[src/rtl/router_port_arb.sv]
// rtl/router_port_arb.sv - round-robin output-port arbiter with frame watchdog and inter-frame gap
//
// Purpose: picks which input port may start a frame on this router output,
// holds the grant until that port's EOF is accepted, then forces an idle gap.
// Ports:
//   CLK      clock
//   RST      synchronous, active-high reset
//   REQ      per-port frame request, level, held until granted
//   EOF      per-port end-of-frame; only the granted port's bit is used
//   Q_BP     downstream backpressure, 1 = current beat not accepted
//   GNT      one-hot grant / output mux select, zero when no frame is active
//   BUSY     high while a grant is held
//   HOLD     REQ & ~GNT, stall indication for waiting ports (combinational)
//   ABORT    one-cycle pulse when the frame watchdog forcibly releases the grant
//   CUR_SRC  binary index of the last granted port
module router_port_arb #(
    parameter int NumPorts    = 4,
    parameter int GapCycles   = 2,
    parameter int MaxFrameCyc = 1024,
    localparam int PW         = (NumPorts > 1) ? $clog2(NumPorts) : 1
) (
    input  logic                CLK,
    input  logic                RST,
    input  logic [NumPorts-1:0] REQ,
    input  logic [NumPorts-1:0] EOF,
    input  logic                Q_BP,
    output logic [NumPorts-1:0] GNT,
    output logic                BUSY,
    output logic [NumPorts-1:0] HOLD,
    output logic                ABORT,
    output logic [PW-1:0]       CUR_SRC
);

    localparam int FCW = (MaxFrameCyc > 0) ? $clog2(MaxFrameCyc + 1) : 1;
    localparam int GW  = (GapCycles > 0) ? $clog2(GapCycles + 1) : 1;

    localparam bit           WDOG_EN  = (MaxFrameCyc != 0);
    localparam logic [FCW-1:0] FC_LAST  = FCW'((MaxFrameCyc > 0) ? MaxFrameCyc - 1 : 0);
    localparam logic [FCW-1:0] FC_MAX   = FCW'(MaxFrameCyc);
    localparam logic [GW-1:0]  GAP_LAST = GW'((GapCycles > 0) ? GapCycles - 1 : 0);
    localparam logic [PW-1:0]  PTR_RST  = PW'(NumPorts - 1);

    typedef enum logic [1:0] {
        S_IDLE = 2'd0,
        S_BUSY = 2'd1,
        S_GAP  = 2'd2
    } state_t;

    state_t                state_q, state_d;
    logic [PW-1:0]         ptr_q, ptr_d;
    logic [PW-1:0]         cur_src_q, cur_src_d;
    logic [FCW-1:0]        fc_q, fc_d;
    logic [GW-1:0]         gap_q, gap_d;
    logic [NumPorts-1:0]   gnt_q, gnt_d;
    logic                  busy_q, busy_d;
    logic                  abort_q, abort_d;

    logic                  win_found;
    logic [PW-1:0]         win_idx;
    logic                  eof_cur;
    logic                  expire;
    logic                  release_ok;

    // Round-robin search starting just after the last winner. The wrap is an
    // explicit subtraction so non-power-of-two port counts rotate correctly.
    always_comb begin
        int cand;
        cand      = 0;
        win_found = 1'b0;
        win_idx   = '0;
        for (int i = 1; i <= NumPorts; i++) begin
            cand = int'(ptr_q) + i;
            if (cand >= NumPorts) begin
                cand = cand - NumPorts;
            end
            if (!win_found && REQ[cand]) begin
                win_found = 1'b1;
                win_idx   = PW'(cand);
            end
        end
    end

    assign eof_cur = EOF[cur_src_q];

    // State register
    always_ff @(posedge CLK) begin
        if (RST) begin
            state_q   <= S_IDLE;
            ptr_q     <= PTR_RST;
            cur_src_q <= '0;
            fc_q      <= '0;
            gap_q     <= '0;
            gnt_q     <= '0;
            busy_q    <= 1'b0;
            abort_q   <= 1'b0;
        end else begin
            state_q   <= state_d;
            ptr_q     <= ptr_d;
            cur_src_q <= cur_src_d;
            fc_q      <= fc_d;
            gap_q     <= gap_d;
            gnt_q     <= gnt_d;
            busy_q    <= busy_d;
            abort_q   <= abort_d;
        end
    end

    // Next-state logic
    always_comb begin
        state_d    = state_q;
        ptr_d      = ptr_q;
        cur_src_d  = cur_src_q;
        fc_d       = fc_q;
        gap_d      = gap_q;
        expire     = 1'b0;
        release_ok = 1'b0;
        case (state_q)
            S_IDLE: begin
                if (win_found) begin
                    state_d   = S_BUSY;
                    ptr_d     = win_idx;
                    cur_src_d = win_idx;
                    fc_d      = '0;
                end
            end
            S_BUSY: begin
                if (!Q_BP) begin
                    // An EOF accepted on the expiry beat wins over the watchdog.
                    if (eof_cur) begin
                        release_ok = 1'b1;
                    end else if (WDOG_EN && (fc_q == FC_LAST)) begin
                        expire = 1'b1;
                    end else if (fc_q != FC_MAX) begin
                        fc_d = fc_q + FCW'(1);
                    end
                    if (release_ok || expire) begin
                        state_d = (GapCycles > 0) ? S_GAP : S_IDLE;
                        gap_d   = '0;
                    end
                end
            end
            S_GAP: begin
                if (gap_q == GAP_LAST) begin
                    state_d = S_IDLE;
                end else begin
                    gap_d = gap_q + GW'(1);
                end
            end
            default: begin
                state_d = S_IDLE;
            end
        endcase
    end

    // Output logic: registered outputs are derived from the state being entered.
    always_comb begin
        gnt_d = '0;
        if (state_d == S_BUSY) begin
            gnt_d[cur_src_d] = 1'b1;
        end
        busy_d  = (state_d == S_BUSY);
        abort_d = expire;
    end

    assign GNT     = gnt_q;
    assign BUSY    = busy_q;
    assign ABORT   = abort_q;
    assign CUR_SRC = cur_src_q;
    assign HOLD    = REQ & ~gnt_q;

endmodule

[config.mk]
export PLATFORM = sky130hd
export DESIGN_NAME = router_port_arb
export DESIGN_NICKNAME = d
export VERILOG_FILES = /design/src/rtl/router_port_arb.sv
export SDC_FILE = /design/constraint.sdc
export NUM_CORES = 1
export LEC_CHECK = 0
export ABC_AREA = 1
export ABC_CLOCK_PERIOD_IN_PS = 1800
export CORE_MARGIN = 3
export CORE_UTILIZATION = 49
export DETAILED_ROUTE_END_ITERATION = 7
export PLACE_DENSITY = 0.8
export SLEW_MARGIN = 20
export SYNTH_ARGS = -nofsm -noshare
export SYNTH_HDL_FRONTEND = slang
export SYNTH_SLANG_ARGS = --single-unit
[constraint.sdc]
create_clock -name CLK -period 1.8 [get_ports CLK]
set_input_delay 0.18 -clock CLK [delete_from_list [all_inputs] [get_ports CLK]]
set_output_delay 0.18 -clock CLK [all_outputs]
set_load 0.005 [all_outputs]
---- After elaboration in Yosys (flattened, before gate mapping) ----
Cells that the tools add are included.
storage, ports and cells
  output and inout bits ................... 12
  bits in writable memories ............... 0
  bits in latches ......................... 0
  ROM bits ................................ 0
  register bits after elaboration ......... 25
  memories ................................ 0
  input bits .............................. 11
  logic and storage cells ................. 114
operators by class
  shift-type cells ........................ 0
  multiplexer cells ....................... 52
  eq/ne operators ......................... 13
  reductions and logical operators ........ 16
  multipliers ............................. 0
  add/sub/neg operators ................... 10
  magnitude comparators ................... 11
  bitwise operators ....................... 4
  div/mod/pow operators ................... 0
operators by type and width
  operator               count
  $lt 32x4->1 const B    4
  $mux 32                4
  $mux 11                5
  $mux 2                 13
  $pmux 11 s2            1
  $mux 1                 21
  $ne 2x2->1 const B     7
  $sub 3x3->4 const B    3
  $add 11x1->11 const B  1
  $eq 11x10->1 const B   1
  $ne 11x11->1 const B   1
  $bmux 1 s2             5
  $ge 3x3->1 const B     3
  $add 2x2->3 const B    2
  $eq 2x1->1 const B     3
  $lt 2x3->1 const B     2
  $pmux 2 s3             1
  $reduce_and 6->1       1
  $sub 4x3->5 const B    1
  $add 2x3->4 const B    1
  $and 4x4->4            1
  $ge 4x3->1 const B     1
  $logic_and 1x1->1      4
  $not 4->4              1
  15 further kinds       19

---- Depth between registers and ports, before layout ----
  depth in word-level cells ............... 22
  depth in mapped cells ................... 15
  depth with buffers taken out ............ 13

---- Worst setup path after synthesis ----
No wires, ideal clock.
  path type ............................... reg-to-reg
  start ................................... register fc_q[0]
  end ..................................... register fc_q[2]
  clock period less this slack ............ 1674 ps
  required time ........................... 1731 ps
  buffers on the path ..................... 1
  path slack .............................. 126 ps
  arrival time ............................ 1605 ps
  library setup time ...................... 69 ps
  cell stages (with the launch flop) ...... 11
  cell sequence ........................... dfxtp_1 -> ha_1 -> nand2_2 -> nor2_2 -> nand2_1 -> o21ai_1 -> nand2_2 -> nand3_4 -> buf_8 -> nand2_2 -> a21oi_2
on the way
  word-level cells in the longest chain between the ends .. 6
  elaborated cells on any way between the ends .. 11
  classes of those cells .................. add/sub: 1; eq/ne: 4; mux: 5; reduce/logical: 1
ends and longest elaborated chain
  item                    line  text
  from (decl)             52    logic [FCW-1:0] fc_q, fc_d;
  from (signal assigned)  91    fc_q <= '0;
  from (signal assigned)  100   fc_q <= fc_d;
  $add 11x1->11           134   fc_d = fc_q + FCW'(1);
  $mux 11                 133   end else if (fc_q != FC_MAX) begin
  $mux 11                 131   end else if (WDOG_EN && (fc_q == FC_LAST)) begin
  $mux 11                 129   if (eof_cur) begin
  $mux 11                 127   if (!Q_BP) begin
  $pmux 11 s2             117   case (state_q)
Several ways; a longest one is shown, not always the timed one. The select of a mux whose other input is x is not followed.
A chain may end at the register's enable or synchronous reset.

---- Final worst setup path ----
  start ................................... register ptr_q[0]
  end ..................................... register cur_src_q[1], in the netlist CUR_SRC[1]
on the way
  word-level cells in the longest chain between the ends .. 18
  elaborated cells on any way between the ends .. 44
  classes of those cells .................. add/sub: 8; order compare: 4; mux: 26; reduce/logical: 6
ends and longest elaborated chain
  item                                       line    text
  from (decl)                                50      logic [PW-1:0] ptr_q, ptr_d;
  from (signal assigned)                     98      ptr_q <= ptr_d;
  $add 2x1->3                                72      cand = int'(ptr_q) + i;
  $sub 3x3->4 or $ge 3x3->1 (tied branches)  74, 73
  $mux 32                                    73      if (cand >= NumPorts) begin
  $bmux 1 s2                                 76      if (!win_found && REQ[cand]) begin
  $mux 1 (implied by the code) (2 in a row)  76
  $mux 1                                     76
  $logic_not 1->1                            76
  $logic_and 1x1->1                          76
  $mux 1                                     76
  $logic_not 1->1                            76
  $logic_and 1x1->1                          76
  $mux 1                                     76
  $logic_not 1->1                            76
  $logic_and 1x1->1                          76
  $mux 2 or $mux 1 (tied branches)           76
  $mux 2 (*)                                 119     if (win_found) begin
  $mux 2 (*)                                 117
  to (signal assigned)                       99      cur_src_q <= cur_src_d;
  to (decl)                                  51      logic [PW-1:0] cur_src_q, cur_src_d;
Every way passes the cells marked *; elsewhere a longest branch is shown, timed or not. The select of a mux whose other input is x is not followed.

==> qor.yml <==
run_status:
  status: "completed"
logic_synthesis:
  synth_simple_gate_area_share_pct: 43.0
  syn-cell-area_um2: 1700
  proportion_of_synthesized_flip_flops_having_asynchronous_set_or_reset_pct: 0
  netlist-cell-type-count: 31
  synth_largest_area_cell: "sky130_fd_sc_hd__dfxtp_1"
  synth_mux_area_share_pct: 0
  post_syn_nets: 268
  synthAdderAreaFrac_pct: 2.21
  fraction_of_the_mapped_netlist_area_in_compound_gates_pct: 13.0
  yosys_register_bits: 25
  synthesis.yosys.warnings: 0
  syn-mean-instance-area_um2: 6.68
  synth_enable_flop_cells: 0
  synthTopCellsByArea: "sky130_fd_sc_hd__dfxtp_1, sky130_fd_sc_hd__nand2_1, sky130_fd_sc_hd__nor2_1, sky130_fd_sc_hd__nand2_2, sky130_fd_sc_hd__inv_1"
  synth.yosys.seq_area_share_pct: 29.5
  synth_top_area_share_pct: 29.5
  synth_top_family_by_area: "simple AND/OR/NAND/NOR gates"
  syn_inst: 254
  synthFlopType: "sky130_fd_sc_hd__dfxtp_1"
  post_synth_xor_area_fraction_pct: 3.10
floorplan:
  coreArea_um2: 3180
  die_height_um: 64.9
  initial_core_util_pct: 53.4
  row_count: 20
  io_pins: 23
  die_width_um: 64.9
  design.die.area_um2: 4210
worst_hold_path:
  holdPathEnd: "fc_q[4]"
  hold_path_depth: 2
  type_of_the_worst_min_delay_path: "reg -> reg"
  worstHoldStart: "fc_q[4]"
critical_path:
  critical_path_class: "reg -> reg"
  worstReg2RegStart: "ptr_q[0]"
  regToRegEndpoint: "CUR_SRC[1]"
  r2r_setup_slack_ns: 0.15
  critical-path-max-stage-delay_ns: 0.38
  worstRegToRegCells: 12
  critPathMaxFanout: 8
  cp.arrival_ns: 1.87
  cp-end-kind: "flop"
  timing.critical_path.slowest_stage_cell: "sky130_fd_sc_hd__dfxtp_2"
  timing.critical_path.max_delay_family: "simple AND/OR/NAND/NOR gates"
  crit_path_start_kind: "flop"
  crit_path_cell_trace: "buf_6, nand2_1, nand3_2, nand2_2, nor2_8, nand3_1, nand2_2, inv_2, nand2_1, nand2_1, inv_2, nor2_1"
  crit_path_frequent_cell: "sky130_fd_sc_hd__nand2_1"
  required_time_of_the_critical_path_ns: 2.02
  worstPathBufferInverterCount: 3
power:
  clock_power_share_pct: 8.9
  power.density_cell_area_nw_per_um2: 1290
  switching_share_pct: 46.9
  gate_power_share_pct: 63.2
  netSwitchingPower_w: 0.00131
  vdd.ir_drop.worst_mv: 0.740
  cell_internal_pwr_w: 0.00149
  seq_power_share_pct: 27.9
  p_leak_nw: 0.897
cells_and_area:
  area.growth.synth_to_final_pct: 27.7
  finalNetCount: 311
  ff_latch_area_um2: 507
  fillCellCount: 266
  postLayoutCellArea_um2: 2170
  drive_above_1_share_pct: 24.7
  total_area_of_multi_input_combinational_cells_um2: 1060
  count_of_antenna_diodes_in_the_layout: 0
timing:
  period_share_pct: 91.7
  final_critical_path_time_including_i_o_delays_and_setup_ns: 1.65
  totalNegativeSetupSlack_ns: 0
  finalSetupViolCount: 0
  timing.hold.ws_ns: 0.523
  maxSlewViolCount: 0
  fmax_mhz: 606
  clock-skew-final_ns: 0.00740
  worst_pin_slew_ns: 0.366
  final_hold_vios: 0
  worst_slew_margin_rel_pct: 75.4
drt:
  drt-total-wl_um: 4160
  iteration_count_of_the_initial_detailed_routing_pass: 4
  drt_drc_violations_left: 0
  routed_wire_length_per_instance_um: 12.2
  vias: 1751
  ant_nets: 0
  detailedRoute.firstIterationViolations: 101
  post_drt_via_cell_ratio: 5.15
clocking:
  cts_num_sinks: 25
  cts_made_buffers: 3
  cts_root_buf: "sky130_fd_sc_hd__clkbuf_4"
  tritoncts_clock_tree: "built"
  worstSkewPairLatency_ns: 0.32
  h-tree-depth: 1
  cts.reportedPaths.clkPinSlew_ns: 0.13
  cts_buffer_depth: 2
grt:
  initial_antenna_violation_count: 0
  grt_use_total_pct: 20.4
  grt_start_max_net_pins: 14
  global_route_wire_length_before_repair_um: 6870
  number_of_global_route_vias_before_repair: 1573
  gr-total-overflow: 0
flow_run:
  drv.max_cap_violation_count: 0
placed_design:
  routabilityCongestion: 0.893
  numPortBuffers: 22
  detailedPlacementHpwl_um: 3270
  postPlaceCellArea_um2: 2100
how the worst max path moves through the flow:
| stage | start | endpoint | slack (ns) | depth (start not counted) |
|---|---|---|---|---|
| global placement | REQ[3] | CUR_SRC[1] | 0.01 | 13 |
| CTS | ptr_q[1] | CUR_SRC[1] | 0.03 | 13 |
| finish | ptr_q[0] | CUR_SRC[1] | 0.15 | 12 |
| detailed placement | REQ[3] | CUR_SRC[1] | -0.08 | 13 |
| global route | ptr_q[0] | CUR_SRC[1] | -0.01 | 12 |
| floorplan | fc_q[0] | fc_q[2] | 0.13 | 10 |
cell type report:
class / instances / area share [%]
multi-input combinational: 193 / 49.0
sequential: 25 / 23.4
timing repair buffer: 44 / 18.5
inverter: 30 / 5.31
tap: 44 / 2.54
clock buffer: 4 / 1.21
worst reg2reg max path, stage by stage, from the launching register on:
cell,delay [ns]
sky130_fd_sc_hd__dfxtp_2,0.38
sky130_fd_sc_hd__buf_6,0.13
sky130_fd_sc_hd__nand2_1,0.09
sky130_fd_sc_hd__nand3_2,0.10
sky130_fd_sc_hd__nand2_2,0.11
sky130_fd_sc_hd__nor2_8,0.15
sky130_fd_sc_hd__nand3_1,0.09
sky130_fd_sc_hd__nand2_2,0.12
sky130_fd_sc_hd__inv_2,0.07
sky130_fd_sc_hd__nand2_1,0.08
sky130_fd_sc_hd__nand2_1,0.09
sky130_fd_sc_hd__inv_2,0.08
sky130_fd_sc_hd__nor2_1,0.04
kinds of logic after synthesis:
| logic type | Yosys count |
|---|---|
| DFF | 25 |
| xor gates and xnor gates | 6 |
| AOI/OAI and AO/OA | 33 |
| adders and majority gates | 3 |
| and+or+nand+nor | 151 |
| buffers and inverters | 36 |
synth_stat cells (2+ instances only):
| cell | instances |
|---|---|
| sky130_fd_sc_hd__a21oi_1 | 5 |
| sky130_fd_sc_hd__a21oi_2 | 11 |
| sky130_fd_sc_hd__clkbuf_1 | 3 |
| sky130_fd_sc_hd__dfxtp_1 | 25 |
| sky130_fd_sc_hd__ha_1 | 3 |
| sky130_fd_sc_hd__inv_1 | 26 |
| sky130_fd_sc_hd__inv_2 | 4 |
| sky130_fd_sc_hd__nand2_1 | 61 |
| sky130_fd_sc_hd__nand2_2 | 16 |
| sky130_fd_sc_hd__nand3_1 | 14 |
| sky130_fd_sc_hd__nand4_1 | 13 |
| sky130_fd_sc_hd__nor2_1 | 36 |
| sky130_fd_sc_hd__nor3_1 | 4 |
| sky130_fd_sc_hd__o211ai_1 | 2 |
| sky130_fd_sc_hd__o21ai_0 | 9 |
| sky130_fd_sc_hd__o21ai_1 | 3 |
| sky130_fd_sc_hd__xor2_1 | 5 |
through the flow:
stage,utilization (%),power [W],std cells,worst slack (ns)
floorplan,-,0.00193,254,0.126
CTS,66.9,0.00270,339,0.0322
global route,68.2,0.00302,340,-0.0107
global placement,66.0,0.00240,335,0.0146
detailed placement,66.0,0.00245,335,-0.0765
finish,68.2,0.00280,340,0.149
state kept, by name, indices dropped and copies added, names as in the netlist:
signal   flops
state_q      2
ABORT        1
fc_q        11
ptr_q        2
BUSY         1
GNT          4
gap_q        2
CUR_SRC      2
repair_timing:
action                                  in CTS  in global routing
buffers inserted                             0                  1
endpoints found under the setup margin       0                 21
gates resized for setup                      0                 14
hold buffers                                 0                  0
power by group through the flow:
stage | Combinational, W | Clock, W | Sequential (W)
floorplan | 0.00116 | 0 | 0.000767
global placement | 0.00163 | 0 | 0.000775
detailed placement | 0.00167 | 0 | 0.000778
CTS | 0.00168 | 0.000257 | 0.000764
global route | 0.00194 | 0.000279 | 0.000801
finish | 0.00177 | 0.000250 | 0.000781
layout by cell type (no fill, tap or decap), types with 2 or more instances in the layout:
master / synthesis / layout
sky130_fd_sc_hd__o211ai_1: 2 / 2
sky130_fd_sc_hd__dfxtp_2: 0 / 2
sky130_fd_sc_hd__a21oi_1: 5 / 5
sky130_fd_sc_hd__nor3_1: 4 / 4
sky130_fd_sc_hd__clkbuf_4: 0 / 3
sky130_fd_sc_hd__nand4_1: 13 / 13
sky130_fd_sc_hd__o21ai_0: 9 / 8
sky130_fd_sc_hd__nand3_1: 14 / 13
sky130_fd_sc_hd__buf_4: 1 / 20
sky130_fd_sc_hd__inv_2: 4 / 3
sky130_fd_sc_hd__dfxtp_1: 25 / 22
sky130_fd_sc_hd__inv_1: 26 / 26
sky130_fd_sc_hd__nand2_2: 16 / 18
sky130_fd_sc_hd__a21oi_2: 11 / 11
sky130_fd_sc_hd__nand3_2: 1 / 2
sky130_fd_sc_hd__nor2_1: 36 / 36
sky130_fd_sc_hd__o21ai_2: 1 / 4
sky130_fd_sc_hd__xor2_1: 5 / 5
sky130_fd_sc_hd__clkdlybuf4s50_1: 0 / 22
sky130_fd_sc_hd__ha_1: 3 / 2
sky130_fd_sc_hd__nand2_1: 61 / 59
per-layer routing:
metal | GRT usage (%) | wire, um
met1 | 28.2 | 1990
met2 | 33.0 | 1900
met3 | 4.33 | 250
met4 | 3.17 | 22
met5 | 0 | 0
Note: power is estimated with default switching activity, not from simulation.
